--- config.mk ---
export PLATFORM = sky130hd
export DESIGN_NAME = uart_txr
export DESIGN_NICKNAME = d
export VERILOG_FILES = /design/src/rtl/uart_txr.sv
export SDC_FILE = /design/constraint.sdc
export NUM_CORES = 1
export LEC_CHECK = 0
export BUFFER_PORTS_ARGS = -buffer_cell sky130_fd_sc_hd__buf_2
export CORE_ASPECT_RATIO = 0.9
export CORE_MARGIN = 2
export CORE_UTILIZATION = 35
export CTS_BUF_LIST = sky130_fd_sc_hd__clkbuf_2
export CTS_CLUSTER_SIZE = 20
export DETAILED_ROUTE_END_ITERATION = 16
export PLACE_DENSITY = 0.61
export SLEW_MARGIN = 40
export SYNTH_ARGS = -nofsm -noshare
export SYNTH_HDL_FRONTEND = slang
export SYNTH_SLANG_ARGS = --single-unit
--- constraint.sdc ---
create_clock -name i_clk -period 5.62 [get_ports i_clk]
set_input_delay 0.843 -clock i_clk [delete_from_list [all_inputs] [get_ports i_clk]]
set_output_delay 0.843 -clock i_clk [all_outputs]
set_load 0.02 [all_outputs]
--- src/rtl/uart_txr.sv ---
// uart_txr: 8N1 UART transmitter with a small byte FIFO in front.
// Bytes enter over a valid/ready handshake, are queued, and are shifted out LSB-first
// with CLKS_PER_BAUD_PERIOD clocks per bit, matching the companion receiver's timing.
// Line, busy and done are registered images of the state held during the previous
// cycle, so every output moves on the same edge and the line never glitches.
module uart_txr #(
   parameter int CLKS_PER_BAUD_PERIOD = 434,
   parameter int FIFO_DEPTH           = 4
) (
   input  logic       i_clk,
   input  logic       i_rst,
   input  logic       i_data_valid,
   input  logic [7:0] i_data_byte,
   output logic       o_data_ready,
   output logic       o_tx_data_line,
   output logic       o_tx_busy,
   output logic       o_tx_done
);

   localparam int PTR_W = $clog2(FIFO_DEPTH);
   localparam int CNT_W = PTR_W + 1;
   localparam int CLK_W = $clog2(CLKS_PER_BAUD_PERIOD);

   localparam logic [CLK_W-1:0] CLK_LAST = CLK_W'(CLKS_PER_BAUD_PERIOD - 1);
   localparam logic [CNT_W-1:0] CNT_FULL = CNT_W'(FIFO_DEPTH);
   localparam logic [2:0]       BIT_LAST = 3'd7;

   typedef enum logic [2:0] {
      IDLE,
      START_BIT,
      DATA_BITS,
      STOP_BIT,
      CLEANUP
   } state_t;

   state_t           state;
   logic [CLK_W-1:0] clk_ctr;
   logic [2:0]       bit_ctr;
   logic [7:0]       shift_reg;

   logic [7:0]       fifo_mem [FIFO_DEPTH];
   logic [PTR_W-1:0] wr_ptr;
   logic [PTR_W-1:0] rd_ptr;
   logic [CNT_W-1:0] fifo_cnt;

   logic fifo_full;
   logic fifo_empty;
   logic push;
   logic pop;
   logic baud_last;

   // FIFO status comes only from the registered count, so a same-cycle pop never
   // opens a slot for that cycle's push and a fresh push is invisible to IDLE until
   // the following cycle.
   assign fifo_full    = (fifo_cnt == CNT_FULL);
   assign fifo_empty   = (fifo_cnt == '0);
   assign o_data_ready = !fifo_full && !i_rst;
   assign push         = i_data_valid && o_data_ready;
   assign pop          = (state == IDLE) && !fifo_empty && !i_rst;
   assign baud_last    = (clk_ctr == CLK_LAST);

   // FIFO pointers and occupancy; pointers wrap naturally because depth is a power of 2.
   always_ff @(posedge i_clk) begin
      if (i_rst) begin
         wr_ptr   <= '0;
         rd_ptr   <= '0;
         fifo_cnt <= '0;
      end else begin
         if (push) begin
            wr_ptr <= wr_ptr + 1'b1;
         end
         if (pop) begin
            rd_ptr <= rd_ptr + 1'b1;
         end
         case ({push, pop})
            2'b10:   fifo_cnt <= fifo_cnt + 1'b1;
            2'b01:   fifo_cnt <= fifo_cnt - 1'b1;
            default: fifo_cnt <= fifo_cnt;
         endcase
      end
   end

   // FIFO storage: data only, written on an accepted push.
   always_ff @(posedge i_clk) begin
      if (push) begin
         fifo_mem[wr_ptr] <= i_data_byte;
      end
   end

   // Frame byte is latched at pop so later pushes cannot disturb the frame in flight.
   always_ff @(posedge i_clk) begin
      if (pop) begin
         shift_reg <= fifo_mem[rd_ptr];
      end
   end

   // Frame sequencer with registered line/busy/done outputs.
   always_ff @(posedge i_clk) begin
      if (i_rst) begin
         state          <= IDLE;
         clk_ctr        <= '0;
         bit_ctr        <= '0;
         o_tx_data_line <= 1'b1;
         o_tx_busy      <= 1'b0;
         o_tx_done      <= 1'b0;
      end else begin
         o_tx_busy <= (state != IDLE);
         o_tx_done <= (state == CLEANUP);

         case (state)
            START_BIT: o_tx_data_line <= 1'b0;
            DATA_BITS: o_tx_data_line <= shift_reg[bit_ctr];
            default:   o_tx_data_line <= 1'b1;
         endcase

         case (state)
            IDLE: begin
               clk_ctr <= '0;
               bit_ctr <= '0;
               if (!fifo_empty) begin
                  state <= START_BIT;
               end
            end

            START_BIT: begin
               if (baud_last) begin
                  clk_ctr <= '0;
                  bit_ctr <= '0;
                  state   <= DATA_BITS;
               end else begin
                  clk_ctr <= clk_ctr + 1'b1;
               end
            end

            DATA_BITS: begin
               if (baud_last) begin
                  clk_ctr <= '0;
                  if (bit_ctr == BIT_LAST) begin
                     bit_ctr <= '0;
                     state   <= STOP_BIT;
                  end else begin
                     bit_ctr <= bit_ctr + 1'b1;
                  end
               end else begin
                  clk_ctr <= clk_ctr + 1'b1;
               end
            end

            STOP_BIT: begin
               if (baud_last) begin
                  clk_ctr <= '0;
                  state   <= CLEANUP;
               end else begin
                  clk_ctr <= clk_ctr + 1'b1;
               end
            end

            CLEANUP: begin
               clk_ctr <= '0;
               state   <= IDLE;
            end

            default: begin
               clk_ctr <= '0;
               bit_ctr <= '0;
               state   <= IDLE;
            end
         endcase
      end
   end

endmodule

## Word level (Yosys, flattened, before mapping)

Memory sizes are Yosys's and may differ from the RTL's. A register that Yosys moved wholly into a read port is not among the register bits.
Index checks and enable logic that the tools add are counted.

- Logic and storage cells: 65
- Memories kept: 1
- Bits of input ports: 11
- RAM bits: 32
- Bits in registers: 25

Memories:

| memory | words | bits a word | read ports | clocked after Yosys merged registers in | wr ports | RTL line | RTL |
|---|---|---|---|---|---|---|---|
| fifo_mem | 4 | 8 | 1 | 1 | 1 | 41 | `logic [7:0] fifo_mem [FIFO_DEPTH];` |

- $add $sub $neg: 6
- Bitwise logic cells: 2
- Eq/ne operators: 14
- Multiplexer cells: 16
- Order comparisons: 1
- Reductions and logical operators: 16

Operators with widths:

| cell | count |
|---|---|
| 3-bit 2-to-1 mux | 8 |
| 3-bit one-hot mux with 4 select lines | 1 |
| 2-bit != test, second input constant | 5 |
| 9-bit by 1-bit adder with 9-bit output, second input constant | 1 |
| 3-bit equality test, second input constant | 3 |
| 9-bit equality test, second input constant | 1 |
| 3-bit one-hot mux with 3 select lines | 1 |
| 3-bit by 1-bit adder with 3-bit output, second input constant | 2 |
| 3-bit by 2-bit equality test with 1-bit output, second input constant | 2 |
| 3-bit logical NOT | 2 |
| 3-bit one-hot mux with 2 select lines | 1 |
| 3-bit OR reduction | 2 |
| 5-bit AND reduction | 1 |
| 2-bit by 1-bit adder with 2-bit output, second input constant | 2 |
| 1-bit logical AND | 4 |
| 3-bit by 4-bit less-than comparator with 1-bit output, second input constant | 1 |
| 1-bit binary-select mux with 3-bit select | 1 |
| 3-bit by 1-bit equality test with 1-bit output, second input constant | 1 |
| 1-bit logical NOT | 3 |
| 1-bit 2-to-1 mux | 3 |
| 3-bit AND reduction | 1 |
| 3-bit nonzero test | 1 |
| 3-bit by 1-bit subtractor with 3-bit output, second input constant | 1 |
| 2-bit by 1-bit equality test with 1-bit output, second input constant | 1 |
| 5 further kinds | 6 |

## Depth between registers and ports, before layout

Gate-level depths: netlist of run 1.

- Depth after elaboration: 6
- Depth in mapped cells: 10
- Gate-level depth less buffers: 9

## Least setup slack after synthesis of run 1

Ideal clock, no wire load.

- Path kind: input -> register
- Start point: in i_rst
- End point: reg fifo_cnt[2]
- Setup time: 0.071 ns
- Arrival: 2.940 ns
- Stages on the path: 9
- Setup slack: 2.609 ns
- Path through: clkbuf_1 > clkbuf_1 > nor2_1 > ha_1 > inv_1 > fa_1 > xor2_1 > or3_1 > a21oi_1

- Elaborated cells between the ends (all ways): 8
- Those cells by class: eq/ne: 2; mux: 1; reduce/logical: 5

RTL lines:

| what | RTL line | RTL |
|---|---|---|
| from (decl) | 11 | `input logic i_rst,` |
| 1-bit logical NOT * | 59 | `assign pop = (state == IDLE) && !fifo_empty && !i_rst;` |
| 1-bit logical AND * | 59 |  |
| via pop | 49 | `logic pop;` |
| 2-bit by 1-bit equality test with 1-bit output / 2-bit equality test (equally long branches) | 75 | `case ({push, pop})` |
| 3-bit one-hot mux with 2 select lines / 2-bit nonzero test (equally long branches) | -- |  |
| to (signal assigned) | 76 | `2'b10: fifo_cnt <= fifo_cnt + 1'b1;` |
| to (signal assigned) | 77 | `2'b01: fifo_cnt <= fifo_cnt - 1'b1;` |
| to (signal assigned) | 78 | `default: fifo_cnt <= fifo_cnt;` |
| to (decl) | 44 | `logic [CNT_W-1:0] fifo_cnt;` |

Mark *: on every way through the listed nets, which the timed path passes. The rest lies on a longest branch.
A chain may end at the register's enable or synchronous reset.

## Worst setup path after layout of run 1

- Start point: reg state[2]
- End point: reg fifo_cnt[2]

- Cells in the longest elaborated chain, start to end: 5
- Elaborated cells between the ends (all ways): 7
- Those cells by class: eq/ne: 2; mux: 1; reduce/logical: 4

Ends and longest elaborated chain:

| what | RTL line | RTL |
|---|---|---|
| from (decl) | 36 | `state_t state;` |
| from (signal assigned) | 100 | `state <= IDLE;` |
| from (signal assigned) | 121 | `state <= START_BIT;` |
| from (signal assigned) | 129 | `state <= DATA_BITS;` |
| 3-bit logical NOT * | 59 |  |
| 1-bit logical AND * (2 in series) | 59 |  |
| via pop | 49 |  |
| 2-bit by 1-bit equality test with 1-bit output / 2-bit equality test (equally long branches) | 75 |  |
| 3-bit one-hot mux with 2 select lines / 2-bit nonzero test (equally long branches) | -- |  |

Marks and branches as above.

==> impl_metrics.env, run 1 <==
export IMPL_status="completed"
export IMPL_peakVddDrop_v=0.000200
export IMPL_critPathKind="reg -> reg"
export IMPL_num_vias=1459
export IMPL_cts_root_buffer="clkbuf_2"
export IMPL_synthSimpleGateAreaFrac_pct=13.0
export IMPL_worst_ep_arrival_time_ps=3310
export IMPL_fmax_mhz=346
export IMPL_cts_hold_buf=0
export IMPL_hold_viol_final=0
export IMPL_dr_pass1_iters=4
export IMPL_maxSlewViolCount=0
export IMPL_worst_path_buf_inv=1
export IMPL_dp_slack_ps=2580
export IMPL_synth_area_leader_cell="edfxtp_1"
export IMPL_synthTopCellsByArea="edfxtp_1 (45%), dfxtp_1 (19%), mux4_2 (8.4%)"
export IMPL_netlist_top_cells_count="edfxtp_1 (40), dfxtp_1 (25), nor2_1 (20), mux4_2 (10), nand2_1 (10)"
export IMPL_finalSetupViolCount=0
export IMPL_synth_cell_type_count=37
export IMPL_grt_max_degree=20
export IMPL_max_slew_margin_pct=57.5
export IMPL_slowest_stage="nor2_1"
export IMPL_core_area_um2=7470
export IMPL_finalNetCount=231
export IMPL_power_total_uw=1100
export IMPL_fin_util_pct=40.1
export IMPL_yosysSeqAreaShare_pct=63.4
export IMPL_syn_area_um2=2680
export IMPL_rr_worst_depth=9
export IMPL_detail_route_wirelength_mm=4.01
export IMPL_die_width_um=96.3
export IMPL_yosysMostFrequentCell="edfxtp_1"
export IMPL_yosys_warnings=0
export IMPL_cp_top_family="simple AND/OR/NAND/NOR gates"
export IMPL_power_density_nw_per_um2=368
export IMPL_cts_buffer_depth=2
export IMPL_wl_per_cell_um=12.9
export IMPL_io_buffers=14
export IMPL_area_growth_pct=11.6
export IMPL_gp_congestion=0.833
export IMPL_synth_area_mux_share_pct=8.77
export IMPL_antenna_cells=0
export IMPL_layout_drive_gt1_share_pct=20.5
export IMPL_cts_sinks=65
export IMPL_yosysTopAreaCellShare_pct=44.8
export IMPL_slowest_delay_ps=510
export IMPL_ant_nets=0
export IMPL_hold_depth=1
export IMPL_rows=30
export IMPL_clock_latency_ps=490
export IMPL_setup_slack_ps=2730
export IMPL_finalInstanceArea_um2=2990
export IMPL_post_cts_resized=0
export IMPL_register_area_um2=1700
export IMPL_cap_violations=0
export IMPL_cp_end_kind="flip-flop"
export IMPL_fin_skew_ps=23.0
export IMPL_synth_edf_count=40
export IMPL_cp_max_fo=11
export IMPL_async_reset_ff_share_pct=0
export IMPL_synth_area_per_cell_um2=14.0
export IMPL_path_depth=9
export IMPL_ioPinCount=15
export IMPL_cp_start_kind="flip-flop"
export IMPL_grt_overflow=0
export IMPL_viasPerCell=4.69
export IMPL_synthXorXnorAreaFrac_pct=4.57
export IMPL_synth_compound_area_share_pct=2.99
export IMPL_worstPathRequired_ps=6040
export IMPL_antenna_found_initial=0
export IMPL_dieArea_um2=8380
export IMPL_synth_nets=213
export IMPL_synth_ff_type="edfxtp_1"
export IMPL_start_util_pct=35.9
export IMPL_crit_chain="nor3_1 > nand2_1 > nor2_1 > ha_1 > inv_1 > fa_1 > xor2_1 > or3_1 > a21oi_1"
export IMPL_dpl_cell_area_um2=2850
export IMPL_ys_ff_latch=65
export IMPL_grt_usage_pct=11.3
export IMPL_die_h_um=87.1
export IMPL_tightest_slew_ps=635
export IMPL_cts_setup_buffers=0
export IMPL_nFillCells=698
export IMPL_dp_hpwl_mm=2.73
export IMPL_multi_input_area_um2=920
export IMPL_dr_first_iter_drc_count=52
export IMPL_cts_tree="built"
export IMPL_drc=0
export IMPL_rsz0062_at_grt="false"
export IMPL_period_minus_slack_ps=2890
export IMPL_hold_class="reg -> reg"
export IMPL_path_clk_slew_ps=200
export IMPL_synth_top_family_by_area="simple AND/OR/NAND/NOR gates"
export IMPL_fin_tns_setup_ps=0
export IMPL_p_leak_uw=0.00102
export IMPL_largest_register_ffs=32
export IMPL_first_global_vias=1370
export IMPL_synth_fa_ha_area_share_pct=4.94
export IMPL_syn_inst=192
export IMPL_grt_pass1_wl_mm=6.74
export IMPL_cts_buffers=9
export IMPL_final_min_period_over_clock_period_pct=51.4
export IMPL_htreeDepth=3
## cells by family (layout without fill, tap and decap cells)
family / Yosys count / count (layout)
AO/OA/AOI/OAI: 12 / 12
XOR/XNOR: 14 / 14
adder cells (fa/ha/maj): 10 / 10
buffers and inverters: 16 / 39
flip-flops: 65 / 65
multiplexers: 11 / 11
AND/OR/NAND/NOR: 64 / 64
## report_power, final
part / internal [uW] / leakage [uW] / switching (uW)
registers: 562 / 0.000567 / 37.6
clock network: 152 / 0.0000831 / 178
logic: 79.4 / 0.000372 / 93.8
## per-stage QoR
| step | hold WS [ps] | std cells |
|---|---|---|
| final | 500 | 311 |
| after global routing | 472 | 311 |
| after CTS | 508 | 311 |
| after detailed placement | 469 | 295 |
| after global placement | 466 | 295 |
| after floorplan | 441 | 192 |
## area by class of cell
class | count | area share, %
Timing Repair Buffer | 14 | 2.34
Clock buffer | 9 | 1.51
Multi-Input combinational cell | 111 | 30.7
Clock inverter | 7 | 3.43
Sequential cell | 65 | 56.9
Tap cell | 96 | 4.01
Inverter | 9 | 1.13
## placed cells by master, fill, tap and decap left out, types with 3 or more instances in the layout
cell,Yosys,routed
a21oi_1,4,4
edfxtp_1,40,40
and2_1,5,5
inv_1,9,9
nand3_1,5,5
nand4_1,5,5
nor2_1,20,20
nand2_1,10,10
dfxtp_1,25,25
mux4_2,10,10
nor3_1,3,3
buf_2,1,14
xnor2_1,5,5
xor2_1,9,9
clkbuf_2,0,9
a31oi_1,3,3
nand4b_1,4,4
ha_1,9,9
## per-layer routing
layer  up-vias  global-route usage [%]  share of wire, %
met1       683                    14.9                49
met3         6                    6.23               5.0
met4         0                    3.90               1.4
met2        26                    15.5                44
li1        744                       -                 -
met5         -                       0                 0
## worst paths after layout
check                                      startpoint                  endpoint  slack, ps
worst min-delay path            clk_ctr[0]$_SDFF_PP0_     clk_ctr[0]$_SDFF_PP0_        500
worst max-delay path            state[2]$_SDFFE_PP0P_  fifo_cnt[2]$_SDFFE_PP0P_       2730
worst max register to register  state[2]$_SDFFE_PP0P_  fifo_cnt[2]$_SDFFE_PP0P_       2730
worst min register to register  clk_ctr[0]$_SDFF_PP0_     clk_ctr[0]$_SDFF_PP0_        500
Power figures use the tool's default switching activity.
==> run 2: changes to the inputs <==
==> constraint.sdc (replaced) <==
create_clock -name i_clk -period 3 [get_ports i_clk]
set_input_delay 0.45 -clock i_clk [delete_from_list [all_inputs] [get_ports i_clk]]
set_output_delay 0.45 -clock i_clk [all_outputs]
set_load 0.02 [all_outputs]
==> impl_metrics.env, run 2 (synthesized netlist as in run 1, its figures left out) <==
export IMPL_cts_setup_buffers=0
export IMPL_first_global_vias=1391
export IMPL_slowest_stage="dfxtp_1"
export IMPL_maxSlewViolCount=0
export IMPL_die_h_um=87.1
export IMPL_post_cts_resized=0
export IMPL_peakVddDrop_v=0.000296
export IMPL_detail_route_wirelength_mm=4.32
export IMPL_htreeDepth=3
export IMPL_viasPerCell=4.75
export IMPL_dieArea_um2=8380
export IMPL_cts_root_buffer="clkbuf_2"
export IMPL_grt_pass1_wl_mm=6.97
export IMPL_finalSetupViolCount=0
export IMPL_period_minus_slack_ps=2410
export IMPL_worst_ep_arrival_time_ps=2820
export IMPL_max_slew_margin_pct=56.2
export IMPL_hold_class="in -> reg"
export IMPL_worst_path_buf_inv=1
export IMPL_final_common_cell="edfxtp_1"
export IMPL_rows=30
export IMPL_grt_usage_pct=11.6
export IMPL_start_util_pct=35.9
export IMPL_worstPathRequired_ps=3410
export IMPL_cts_hold_buf=0
export IMPL_fin_skew_ps=10.3
export IMPL_fin_tns_setup_ps=0
export IMPL_core_area_um2=7470
export IMPL_final_min_period_over_clock_period_pct=80.3
export IMPL_grt_overflow=0
export IMPL_fmax_mhz=415
export IMPL_cts_buffer_depth=2
export IMPL_crit_chain="nor3_1 > nand2_1 > nor2_1 > ha_1 > inv_1 > fa_1 > xor2_1 > or3_1 > a21oi_1"
export IMPL_layout_common_cells="edfxtp_1 (40), dfxtp_1 (25), nor2_1 (20)"
export IMPL_tightest_slew_ps=657
export IMPL_die_width_um=96.3
export IMPL_cap_violations=0
export IMPL_cp_start_kind="flip-flop"
export IMPL_cp_max_fo=11
export IMPL_rsz0062_at_grt="false"
export IMPL_path_clk_slew_ps=170
export IMPL_cp_end_kind="flip-flop"
export IMPL_largest_register_ffs=32
export IMPL_power_density_nw_per_um2=657
export IMPL_holdWs_ps=184
export IMPL_dp_hpwl_mm=2.88
export IMPL_antenna_cells=0
export IMPL_layout_drive_gt1_share_pct=19.5
export IMPL_cts_buffers=9
export IMPL_wl_per_cell_um=13.9
export IMPL_clock_latency_ps=470
export IMPL_grt_max_degree=20
export IMPL_gp_congestion=0.823
export IMPL_ioPinCount=15
export IMPL_p_leak_uw=0.00101
export IMPL_dr_pass1_iters=4
export IMPL_drc=0
export IMPL_io_buffers=14
export IMPL_critPathKind="reg -> reg"
export IMPL_area_growth_pct=9.98
export IMPL_finalNetCount=232
export IMPL_cts_sinks=65
export IMPL_hold_viol_final=0
export IMPL_cp_top_family="simple AND/OR/NAND/NOR gates"
export IMPL_num_vias=1476
export IMPL_antenna_found_initial=0
export IMPL_dr_first_iter_drc_count=40
export IMPL_cts_tree="built"
export IMPL_status="completed"
export IMPL_slowest_delay_ps=440
export IMPL_ant_nets=0
==> run 2: routing by layer <==
layer / global-route usage [%] / vias to the layer above / part of all wire [%]
met5: 0 / - / 0
met4: 3.51 / 0 / 0.56
met3: 6.23 / 2 / 5.0
met2: 16.0 / 33 / 43
met1: 15.6 / 697 / 51
li1: - / 744 / -
==> run 2: path summary, 6_finish.rpt <==
kind | from | endpoint | cells past startpoint | slack, ps
max reg2reg | state[2]$_SDFFE_PP0P_ | fifo_cnt[2]$_SDFFE_PP0P_ | 9 | 590
min reg2reg | clk_ctr[0]$_SDFF_PP0_ | clk_ctr[0]$_SDFF_PP0_ | 1 | 510
min | i_data_byte[2] | fifo_mem[2][2]$_DFFE_PP_ | 1 | 180
max | state[2]$_SDFFE_PP0P_ | fifo_cnt[2]$_SDFFE_PP0P_ | 9 | 590
==> run 2: through the flow <==
stage / cell area [um2] / utilization [%] / setup slack, ps / std cells / total power [uW]
5_1_grt: 2950 / 39.5 / 449 / 311 / 2060
3_5_place_dp: 2850 / 38.2 / 639 / 296 / 1490
2_1_floorplan: 2680 / - / 378 / 192 / 1400
4_1_cts: 2950 / 39.5 / 607 / 311 / 1970
6_report: 2950 / 39.5 / 590 / 311 / 1940
3_3_place_gp: 2850 / 38.2 / 751 / 296 / 1480
==> run 2: cell type report <==
| class | count | area, um2 |
|---|---|---|
| Clock buffer | 10 | 50.0 |
| Clock inverter | 5 | 47.5 |
| Fill cell | 709 | 4520 |
| Inverter | 9 | 33.8 |
| Multi-Input combinational cell | 111 | 920 |
| Sequential cell | 65 | 1700 |
| Tap cell | 96 | 120 |
| Timing Repair Buffer | 15 | 77.6 |
==> run 2: worst register-to-register path, stage by stage (launching register included) <==
cell and delay (ps):
dfxtp_1 440, nor3_1 400, nand2_1 140, nor2_1 150
ha_1 210, inv_1 60, fa_1 380, xor2_1 160
or3_1 300, a21oi_1 130
==> run 2: power by group <==
part | switching (uW) | internal, uW
logic | 181 | 157
registers | 73.9 | 1050
clock network | 289 | 184
total | 544 | 1390
